**config.mk**
```make
export PLATFORM = sky130hd
export DESIGN_NAME = instr_encode_loader
export DESIGN_NICKNAME = d
export VERILOG_FILES = /design/src/rtl/instr_encode_loader_pkg.sv /design/src/rtl/instr_encode_loader_pack.sv /design/src/rtl/instr_encode_loader.sv
export SDC_FILE = /design/constraint.sdc
export NUM_CORES = 1
export LEC_CHECK = 0
export ABC_AREA = 1
export CORE_ASPECT_RATIO = 0.9
export CORE_MARGIN = 4
export CORE_UTILIZATION = 50
export CTS_CLUSTER_DIAMETER = 100
export CTS_CLUSTER_SIZE = 10
export DETAILED_ROUTE_END_ITERATION = 6
export PLACE_DENSITY_LB_ADDON = 0.15
export SKIP_CTS_REPAIR_TIMING = 1
export SLEW_MARGIN = 10
export SYNTH_ARGS = -nofsm -noshare
export SYNTH_HDL_FRONTEND = slang
export SYNTH_HIERARCHICAL = 1
export SYNTH_SLANG_ARGS = --single-unit
```
**constraint.sdc**
```tcl
create_clock -name clk -period 3.4 [get_ports clk]
set_input_delay 0.85 -clock clk [delete_from_list [all_inputs] [get_ports clk]]
set_output_delay 0.85 -clock clk [all_outputs]
set_load 0.1 [all_outputs]
```
**src/rtl/instr_encode_loader_pkg.sv**
```systemverilog
// Shared definitions for the instruction encode/loader slice.
//  - RV32I opcode constants for the two supported formats
//  - the canonical NOP written in place of an unencodable command
//  - command kind encodings and the loader FSM state type
package instr_encode_loader_pkg;

  localparam logic [6:0]  OPC_RTYPE = 7'b0110011;
  localparam logic [6:0]  OPC_ITYPE = 7'b0010011;
  localparam logic [31:0] NOP_WORD  = 32'h00000013;  // addi x0, x0, 0

  localparam logic [1:0]  KIND_R    = 2'b00;
  localparam logic [1:0]  KIND_I    = 2'b01;

  typedef enum logic [1:0] {
    ST_IDLE  = 2'd0,
    ST_LOAD  = 2'd1,
    ST_FLUSH = 2'd2,
    ST_DONE  = 2'd3
  } state_t;

endpackage

```
**src/rtl/instr_encode_loader_pack.sv**
```systemverilog
// Combinational field packer: turns a command kind plus fields into a 32-bit
// RV32I word.
//  kind           in  2   command kind (R, I, or illegal)
//  rd/rs1/rs2     in  5   register fields
//  funct3/funct7  in  3/7 function fields
//  imm            in  12  I-type immediate, placed verbatim in [31:20]
//  word           out 32  encoded instruction (NOP for illegal kinds)
//  illegal        out 1   kind was not encodable
module instr_pack
  import instr_encode_loader_pkg::*;
(
  input  logic [1:0]  kind,
  input  logic [4:0]  rd,
  input  logic [4:0]  rs1,
  input  logic [4:0]  rs2,
  input  logic [2:0]  funct3,
  input  logic [6:0]  funct7,
  input  logic [11:0] imm,
  output logic [31:0] word,
  output logic        illegal
);

  always_comb begin
    word    = NOP_WORD;
    illegal = 1'b1;
    case (kind)
      KIND_R: begin
        word    = {funct7, rs2, rs1, funct3, rd, OPC_RTYPE};
        illegal = 1'b0;
      end
      KIND_I: begin
        word    = {imm, rs1, funct3, rd, OPC_ITYPE};
        illegal = 1'b0;
      end
      default: begin
        word    = NOP_WORD;
        illegal = 1'b1;
      end
    endcase
  end

endmodule

```
**src/rtl/instr_encode_loader.sv**
```systemverilog
// Program loader: accepts field-level instruction commands over valid/ready,
// encodes them and writes them to consecutive imem word addresses.
//  clk, rst         clock and synchronous active-high reset
//  start            begin a session (honoured only in IDLE or DONE)
//  cmd_*            command handshake and fields; cmd_last ends the session
//  imem_we/addr/wdata  registered imem write port, one cycle after accept
//  busy, done, err  session status; err is sticky until the next start
//  word_count       words written in the current session
module instr_encode_loader
  import instr_encode_loader_pkg::*;
#(
  parameter int                ADDR_W    = 32,
  parameter logic [ADDR_W-1:0] BASE_ADDR = '0,
  parameter int                DEPTH     = 256
) (
  input  logic                        clk,
  input  logic                        rst,
  input  logic                        start,
  input  logic                        cmd_valid,
  output logic                        cmd_ready,
  input  logic [1:0]                  cmd_kind,
  input  logic [4:0]                  cmd_rd,
  input  logic [4:0]                  cmd_rs1,
  input  logic [4:0]                  cmd_rs2,
  input  logic [2:0]                  cmd_funct3,
  input  logic [6:0]                  cmd_funct7,
  input  logic [11:0]                 cmd_imm,
  input  logic                        cmd_last,
  output logic                        imem_we,
  output logic [ADDR_W-1:0]           imem_addr,
  output logic [31:0]                 imem_wdata,
  output logic                        busy,
  output logic                        done,
  output logic                        err,
  output logic [$clog2(DEPTH+1)-1:0]  word_count
);

  localparam int                CNT_W     = $clog2(DEPTH + 1);
  localparam logic [CNT_W-1:0]  DEPTH_C   = CNT_W'(DEPTH);
  localparam logic [CNT_W-1:0]  CNT_ONE   = CNT_W'(1);
  localparam logic [ADDR_W-1:0] ADDR_STEP = ADDR_W'(4);

  state_t              state_reg, state_next;
  logic                we_reg;
  logic [ADDR_W-1:0]   addr_out_reg;
  logic [ADDR_W-1:0]   addr_ptr_reg;   // address the next accepted word will use
  logic [31:0]         wdata_reg;
  logic [CNT_W-1:0]    count_reg;
  logic                err_reg;

  logic                accept;
  logic                restart;
  logic                last_slot;
  logic [31:0]         packed_word;
  logic                packed_illegal;

  instr_pack u_pack (
    .kind    (cmd_kind),
    .rd      (cmd_rd),
    .rs1     (cmd_rs1),
    .rs2     (cmd_rs2),
    .funct3  (cmd_funct3),
    .funct7  (cmd_funct7),
    .imm     (cmd_imm),
    .word    (packed_word),
    .illegal (packed_illegal)
  );

  // Ready depends only on registered state, so the host sees no comb path
  // from its own valid back into ready.
  assign cmd_ready = (state_reg == ST_LOAD) && (count_reg < DEPTH_C);
  assign accept    = cmd_valid && cmd_ready;
  assign restart   = start && ((state_reg == ST_IDLE) || (state_reg == ST_DONE));
  // The command being accepted occupies the final slot of the session.
  assign last_slot = ((count_reg + CNT_ONE) == DEPTH_C);

  always_comb begin
    state_next = state_reg;
    case (state_reg)
      ST_IDLE:  if (start) state_next = ST_LOAD;
      ST_LOAD:  if (accept && (cmd_last || last_slot)) state_next = ST_FLUSH;
      ST_FLUSH: state_next = ST_DONE;   // the final write is on the port now
      ST_DONE:  if (start) state_next = ST_LOAD;
      default:  state_next = ST_IDLE;
    endcase
  end

  always_ff @(posedge clk) begin
    if (rst) state_reg <= ST_IDLE;
    else     state_reg <= state_next;
  end

  always_ff @(posedge clk) begin
    if (rst) begin
      we_reg       <= 1'b0;
      addr_out_reg <= BASE_ADDR;
      addr_ptr_reg <= BASE_ADDR;
      wdata_reg    <= '0;
      count_reg    <= '0;
      err_reg      <= 1'b0;
    end else begin
      we_reg <= accept;
      if (restart) begin
        addr_out_reg <= BASE_ADDR;
        addr_ptr_reg <= BASE_ADDR;
        count_reg    <= '0;
        err_reg      <= 1'b0;
      end else if (accept) begin
        addr_out_reg <= addr_ptr_reg;
        addr_ptr_reg <= addr_ptr_reg + ADDR_STEP;  // wraps modulo 2^ADDR_W
        wdata_reg    <= packed_word;
        count_reg    <= count_reg + CNT_ONE;
        // Running out of slots before cmd_last counts as an overflow.
        if (packed_illegal || (last_slot && !cmd_last)) err_reg <= 1'b1;
      end
    end
  end

  assign imem_we    = we_reg;
  assign imem_addr  = addr_out_reg;
  assign imem_wdata = wdata_reg;
  assign busy       = (state_reg == ST_LOAD) || (state_reg == ST_FLUSH);
  assign done       = (state_reg == ST_DONE);
  assign err        = err_reg;
  assign word_count = count_reg;

endmodule

```
# [Yosys cells after proc, flatten, opt, wreduce, memory -nomap -nowiden]
# Index checks and enable logic that the tools add are counted.
[word_totals] register_bits=109 in_bits=44 output_inout_bits=78
[op_classes] add_sub_neg=2 magnitude_cmp=1 eq_ne=7 muxes=5 bitwise_logic=1 n_reduce_logical=18
[ops] operator="case mux 32 bit (2 select lines)" count=1
[ops] operator="adder 32 x 3 -> 32 bit (second input constant)" count=1
[ops] operator="adder 9 x 1 -> 9 bit (second input constant)" count=1
[ops] operator="== test 9 bit (second input constant)" count=1
[ops] operator="< comparator 9 bit (second input constant)" count=1
[ops] operator="case mux 2 bit (3 select lines)" count=1
[ops] operator="AND reduction 2 bit" count=3
[ops] operator="OR reduction 2 bit" count=3
[ops] operator="logical AND 1 bit" count=5
[ops] operator="== test 2 x 1 -> 1 bit (second input constant)" count=2
[ops] operator="== test 2 bit (second input constant)" count=2
[ops] operator="logical NOT 2 bit" count=2
[ops] operator="logical OR 1 bit" count=4
[ops] operator="2-to-1 mux 2 bit" count=2
[ops] operator="inequality test 2 x 1 -> 1 bit (second input constant)" count=2
[ops] operator="logical NOT 1 bit" count=1
[ops] operator="2-to-1 mux 1 bit" count=1
[ops] operator="inverter 1 bit" count=1

# [Longest topological paths before layout]
[logic_depth] depth_word=6 depth_mapped=13 depth_no_buf=13

# [Cells and area by module]
# Netlist, hierarchy kept.
[by_module_without_submodules] mod="instr_encode_loader" instances=1 cells_per_inst=578 area_per_inst_um2=4329.2 seq_area_each_um2=2102.0
[by_module_without_submodules] mod="instr_pack" instances=1 cells_per_inst=77 area_per_inst_um2=340.3 seq_area_each_um2=0.0

# [Least setup slack after synthesis]
# Ideal clock, no wire load.
[synth_timing] path_type="register to register" startpoint="register count_reg[8], in the netlist word_count[8]" endpoint="register addr_ptr_reg[7]" setup_ns=0.132 arrival_ns=2.703 t_required_ns=3.268 path_slack_ns=0.565 stages_incl_launch_ff=10 n_path_buf=1 cell_sequence="dfxtp_1 -> nor2_2 -> nand2_2 -> buf_2 -> nor2_1 -> inv_1 -> nor2_1 -> inv_1 -> nor3_1 -> nor3_1"
[synth_via] elab_chain_cells=3
[synth_rtl] item="start, declared" line_no="instr_encode_loader.sv:48" text="logic [CNT_W-1:0] count_reg;"
[synth_rtl] item="start signal, assigned" line_no="instr_encode_loader.sv:112" text="count_reg <= count_reg + CNT_ONE;"
[synth_rtl] item="< comparator 9 bit" line_no="instr_encode_loader.sv:71" text="assign cmd_ready = (state_reg == ST_LOAD) && (count_reg < DEPTH_C);"
[synth_rtl] item="logical AND 1 bit" line_no="instr_encode_loader.sv:71"
[synth_rtl] item="net cmd_ready" line_no="instr_encode_loader.sv:20" text="output logic cmd_ready,"
[synth_rtl] item="logical AND 1 bit" line_no="instr_encode_loader.sv:72" text="assign accept = cmd_valid && cmd_ready;"
[synth_rtl] item="end signal, assigned" line_no="instr_encode_loader.sv:110" text="addr_ptr_reg <= addr_ptr_reg + ADDR_STEP;"
[synth_rtl] item="end, declared" line_no="instr_encode_loader.sv:46" text="logic [ADDR_W-1:0] addr_ptr_reg;"
# The timed path passes the listed nets, and every way through them passes these cells.
# A chain may end at the register's enable or synchronous reset.

# [Final worst setup path]
[layout_timing] startpoint="register state_reg[1]" endpoint="output busy"
[layout_via] elab_chain_cells=2 elab_cells_between_ends=3 cone_classes="eq/ne: 2; reduce/logical: 1"
[layout_rtl] item="start, declared" line_no="instr_encode_loader.sv:43" text="state_t state_reg, state_next;"
[layout_rtl] item="start signal, assigned" line_no="instr_encode_loader.sv:90" text="else state_reg <= state_next;"
[layout_rtl] item="== test 2 x 1 -> 1 bit / == test 2 bit (equally long branches)" line_no="instr_encode_loader.sv:122" text="assign busy = (state_reg == ST_LOAD) || (state_reg == ST_FLUSH);"
[layout_rtl] item="logical OR 1 bit (*)" line_no="instr_encode_loader.sv:122"
[layout_rtl] item="end, declared" line_no="instr_encode_loader.sv:32" text="output logic busy,"
# Every way passes the cells marked *; elsewhere a longest branch is shown, timed or not.

==> results_dict.tcl <==
set metrics [dict create \
    run_status "finished clean" \
    postSynthCellCount 655 \
    worstSetupPathType "reg -> out" \
    ff2ff_setup_slack_ns 1.29 \
    critPathSlowestCell "sky130_fd_sc_hd__dfxtp_1" \
    multi_input_comb_area_um2 2180 \
    timing.critical_path.to_type "output pin" \
    yosys.cell_types.count 38 \
    coreArea_um2 9130 \
    post_synth_and_or_nand_nor_area_fraction 0.286 \
    fin_worst_skew_ns 0.0121 \
    clock_power_share 0.187 \
    max_slew_violation_count 0 \
    min-delay-start "imem_addr[20]" \
    post_synthesis_cell_area_um2 4670 \
    holdPathEnd "imem_addr[20]" \
    routabilityCongestion 0.871 \
    ff2ff_path_depth 9 \
    placement.setup.worst_slack_ns 0.743 \
    num_antenna_cells 0 \
    place_hpwl_um 8150 \
    top_level_pins 122 \
    vias_after_detailed_routing 4397 \
    timing.critical_path.from_type "flop" \
    largest_register_ffs 32 \
    worst_hold_path_type "reg -> reg" \
    cp_cell_sequence "inv_1 -> ha_1 -> inv_1 -> buf_4" \
    num_rows 33 \
    netSwitchingFraction 0.482 \
    clock_insertion_delay_worst_skew_ns 0.36 \
    synth_compound_area_frac 0.136 \
    firstDrtPassIters 5 \
    yosys_most_used_dff "sky130_fd_sc_hd__dfxtp_1" \
    power_frac_seq 0.372 \
    share_of_flip_flops_with_an_asynchronous_set_or_reset_after_synthesis 0 \
    grt.total_usage 0.209 \
    dieHeight_um 99.7 \
    final_area_um2 5870 \
    critPathTopFamily "buffers and inverters" \
    mostFrequentLayoutCell "sky130_fd_sc_hd__nand2_1" \
    power.ir.vdd_worst_mv 0.613 \
    final.min_clock_period_ns 2.31 \
    final_antenna_net_count 0 \
    filler_cell_count 836 \
    vias_per_cell 4.97 \
    max_slew_headroom 0.351 \
    power.density_cell_area_nw_per_um2 657 \
    total_switching_power_uw 1860 \
    finish.cell_count_without_fillers 884 \
    fraction_of_synthesized_cell_area_in_xor_and_xnor_cells 0.0244 \
    final_net_count 806 \
    numClockSinks 105 \
    clock_tree.htree_level_count 3 \
    hold-path-cell-count 2 \
    grt_overflow_total 0 \
    timing.final.crit_share 0.678 \
    wl_per_cell_um 12.9 \
    yosysWarnings 6 \
    cts_clk_pin_slew_worst_paths_ns 0.10 \
    cts_made_buffers 9 \
    synth_area_per_cell_um2 7.13 \
    setup_slack_ns 1.09 \
    fin_setup_tns_ns 0 \
    grt_first_pass_wirelength_um 18700 \
    die_width_um 110 \
    routed_wirelength_um 11400 \
    timing.rr.start "state_reg[1]" \
    antenna_found_initial 0 \
    rsz0062_at_grt "false" \
    layout.cells.most_common_list "sky130_fd_sc_hd__nand2_1, sky130_fd_sc_hd__nor2_1, sky130_fd_sc_hd__dfxtp_1, sky130_fd_sc_hd__buf_4, sky130_fd_sc_hd__a21oi_1" \
    cp_max_fo 3 \
    clock.fmax_ghz 0.434 \
    numPortBuffers 119 \
    drv.max_cap_violation_count 0 \
    cellInternalPower_uw 2000 \
    number_of_enable_flip_flop_cells_after_synthesis 0 \
    number_of_register_bits_inferred_by_synthesis 105 \
    r2r_end "imem_wdata[20]" \
    timing.critical_path.slowest_cell_delay_ns 0.37 \
    dominant_combinational_cell_family_by_area_after_synthesis "simple AND/OR/NAND/NOR gates" \
    drt_iter0_drc 362 \
    pwr-share-comb 0.441 \
    ys_seq_area_frac 0.450 \
    setup_violations 0 \
    dpl.cell_count 868 \
    number_of_buffers_between_clock_root_and_the_deepest_sink 2 \
    seq_area_um2 2100 \
    post-route-drc-count 0 \
    timing.critical_path.buf_inv 3 \
    starting_utilization_of_the_core_area 0.512 \
    worstPathArrival_ns 1.46 \
    final_layout_size_suffix_gt1_frac 0.155 \
    tightest_slew_ns 0.973 \
    yosys-mux-area-fraction 0 \
    synth_adder_area_share 0.0134 \
    area_growth_syn_to_fin_pct 25.8 \
    critPathMostFrequentCell "sky130_fd_sc_hd__inv_1" \
    cts.root.buffer_cell "sky130_fd_sc_hd__clkbuf_8" \
    tritoncts "yes" \
    vias_in_the_first_global_route 3973 \
    standard_cell_area_after_detailed_placement_um2 5690 \
    pin_count_of_the_biggest_net_entering_global_routing 46 \
    design.die.area_um2 11000 \
    power.static_leakage_uw 0.00257 \
    finalHoldViolations 0 \
    critPathRequiredTime_ns 2.55 \
]
-- final cells by class --
cell class / count / share of cell area
timing repair buffer: 123 / 0.176
sequential: 105 / 0.358
clock inverter: 4 / 0.00447
clock buffer: 12 / 0.0264
inverter: 61 / 0.0390
tap: 122 / 0.0260
multi-input combinational: 457 / 0.371
-- worst reg2reg max path, stage by stage, from the launching register on --
cell	delay, ns
sky130_fd_sc_hd__dfxtp_1	0.37
sky130_fd_sc_hd__inv_1	0.06
sky130_fd_sc_hd__ha_1	0.19
sky130_fd_sc_hd__inv_1	0.09
sky130_fd_sc_hd__nor2_2	0.05
sky130_fd_sc_hd__nand2_2	0.26
sky130_fd_sc_hd__nor2_2	0.07
sky130_fd_sc_hd__inv_1	0.71
sky130_fd_sc_hd__nor2_1	0.11
sky130_fd_sc_hd__nor2_1	0.15
-- stage by stage --
step	total power (uW)	util	hold WS [ns]
global route	4040	0.643	0.494
global placement	3140	0.624	0.450
CTS	3880	0.643	0.471
detailed placement	3170	0.624	0.457
floorplan	2800	-	0.450
finish	3860	0.643	0.467
-- how the worst max path moves through the flow --
stage	end	cells after the start	start	slack (ns)
4_1_cts	busy	4	state_reg[1]	1.09
2_1_floorplan	addr_ptr_reg[7]	9	word_count[8]	0.57
3_5_place_dp	imem_wdata[20]	6	cmd_valid	0.74
5_1_grt	imem_wdata[19]	6	cmd_valid	0.90
3_3_place_gp	imem_wdata[11]	6	cmd_valid	0.81
6_report	busy	4	state_reg[1]	1.09
-- layer usage --
metal | part of all wire | up-vias | wire length, um | GRT usage
li1 | - | 2280 | - | -
met1 | 0.47 | 1989 | 5350 | 0.291
met2 | 0.46 | 113 | 5260 | 0.332
met3 | 0.054 | 15 | 612 | 0.0409
met4 | 0.014 | 0 | 161 | 0.0547
met5 | 0 | - | 0 | 0
-- Yosys cell counts, drive strengths merged (3+ instances only) --
library cell  number  area [um^2]
nand4              7         43.8
inv               60          225
o21ai             61          305
dfxtp            105         2100
nor2             121          474
xor2               8         70.1
conb               3         11.3
xnor2              5         43.8
a21oi             57          285
clkbuf            23         86.3
nand2            132          510
nor3              16          124
ha                 5         62.6
buf               14         95.1
nand3             26          135
-- cells by family after synthesis --
| logic type | count (synthesis) |
|---|---|
| AO/OA/AOI/OAI | 124 |
| XOR/XNOR | 13 |
| adder cells (fa/ha/maj) | 5 |
| buffers and inverters | 98 |
| flip-flops | 105 |
| other | 3 |
| AND/OR/NAND/NOR | 307 |
-- power groups by stage --
stage / clock, uW / sequential (uW) / combinational, uW
2_1_floorplan: 0 / 2250 / 553
3_5_place_dp: 0 / 1460 / 1700
4_1_cts: 736 / 1440 / 1710
3_3_place_gp: 0 / 1460 / 1680
6_report: 722 / 1440 / 1700
5_1_grt: 786 / 1450 / 1800
Power figures use the tool's default switching activity.
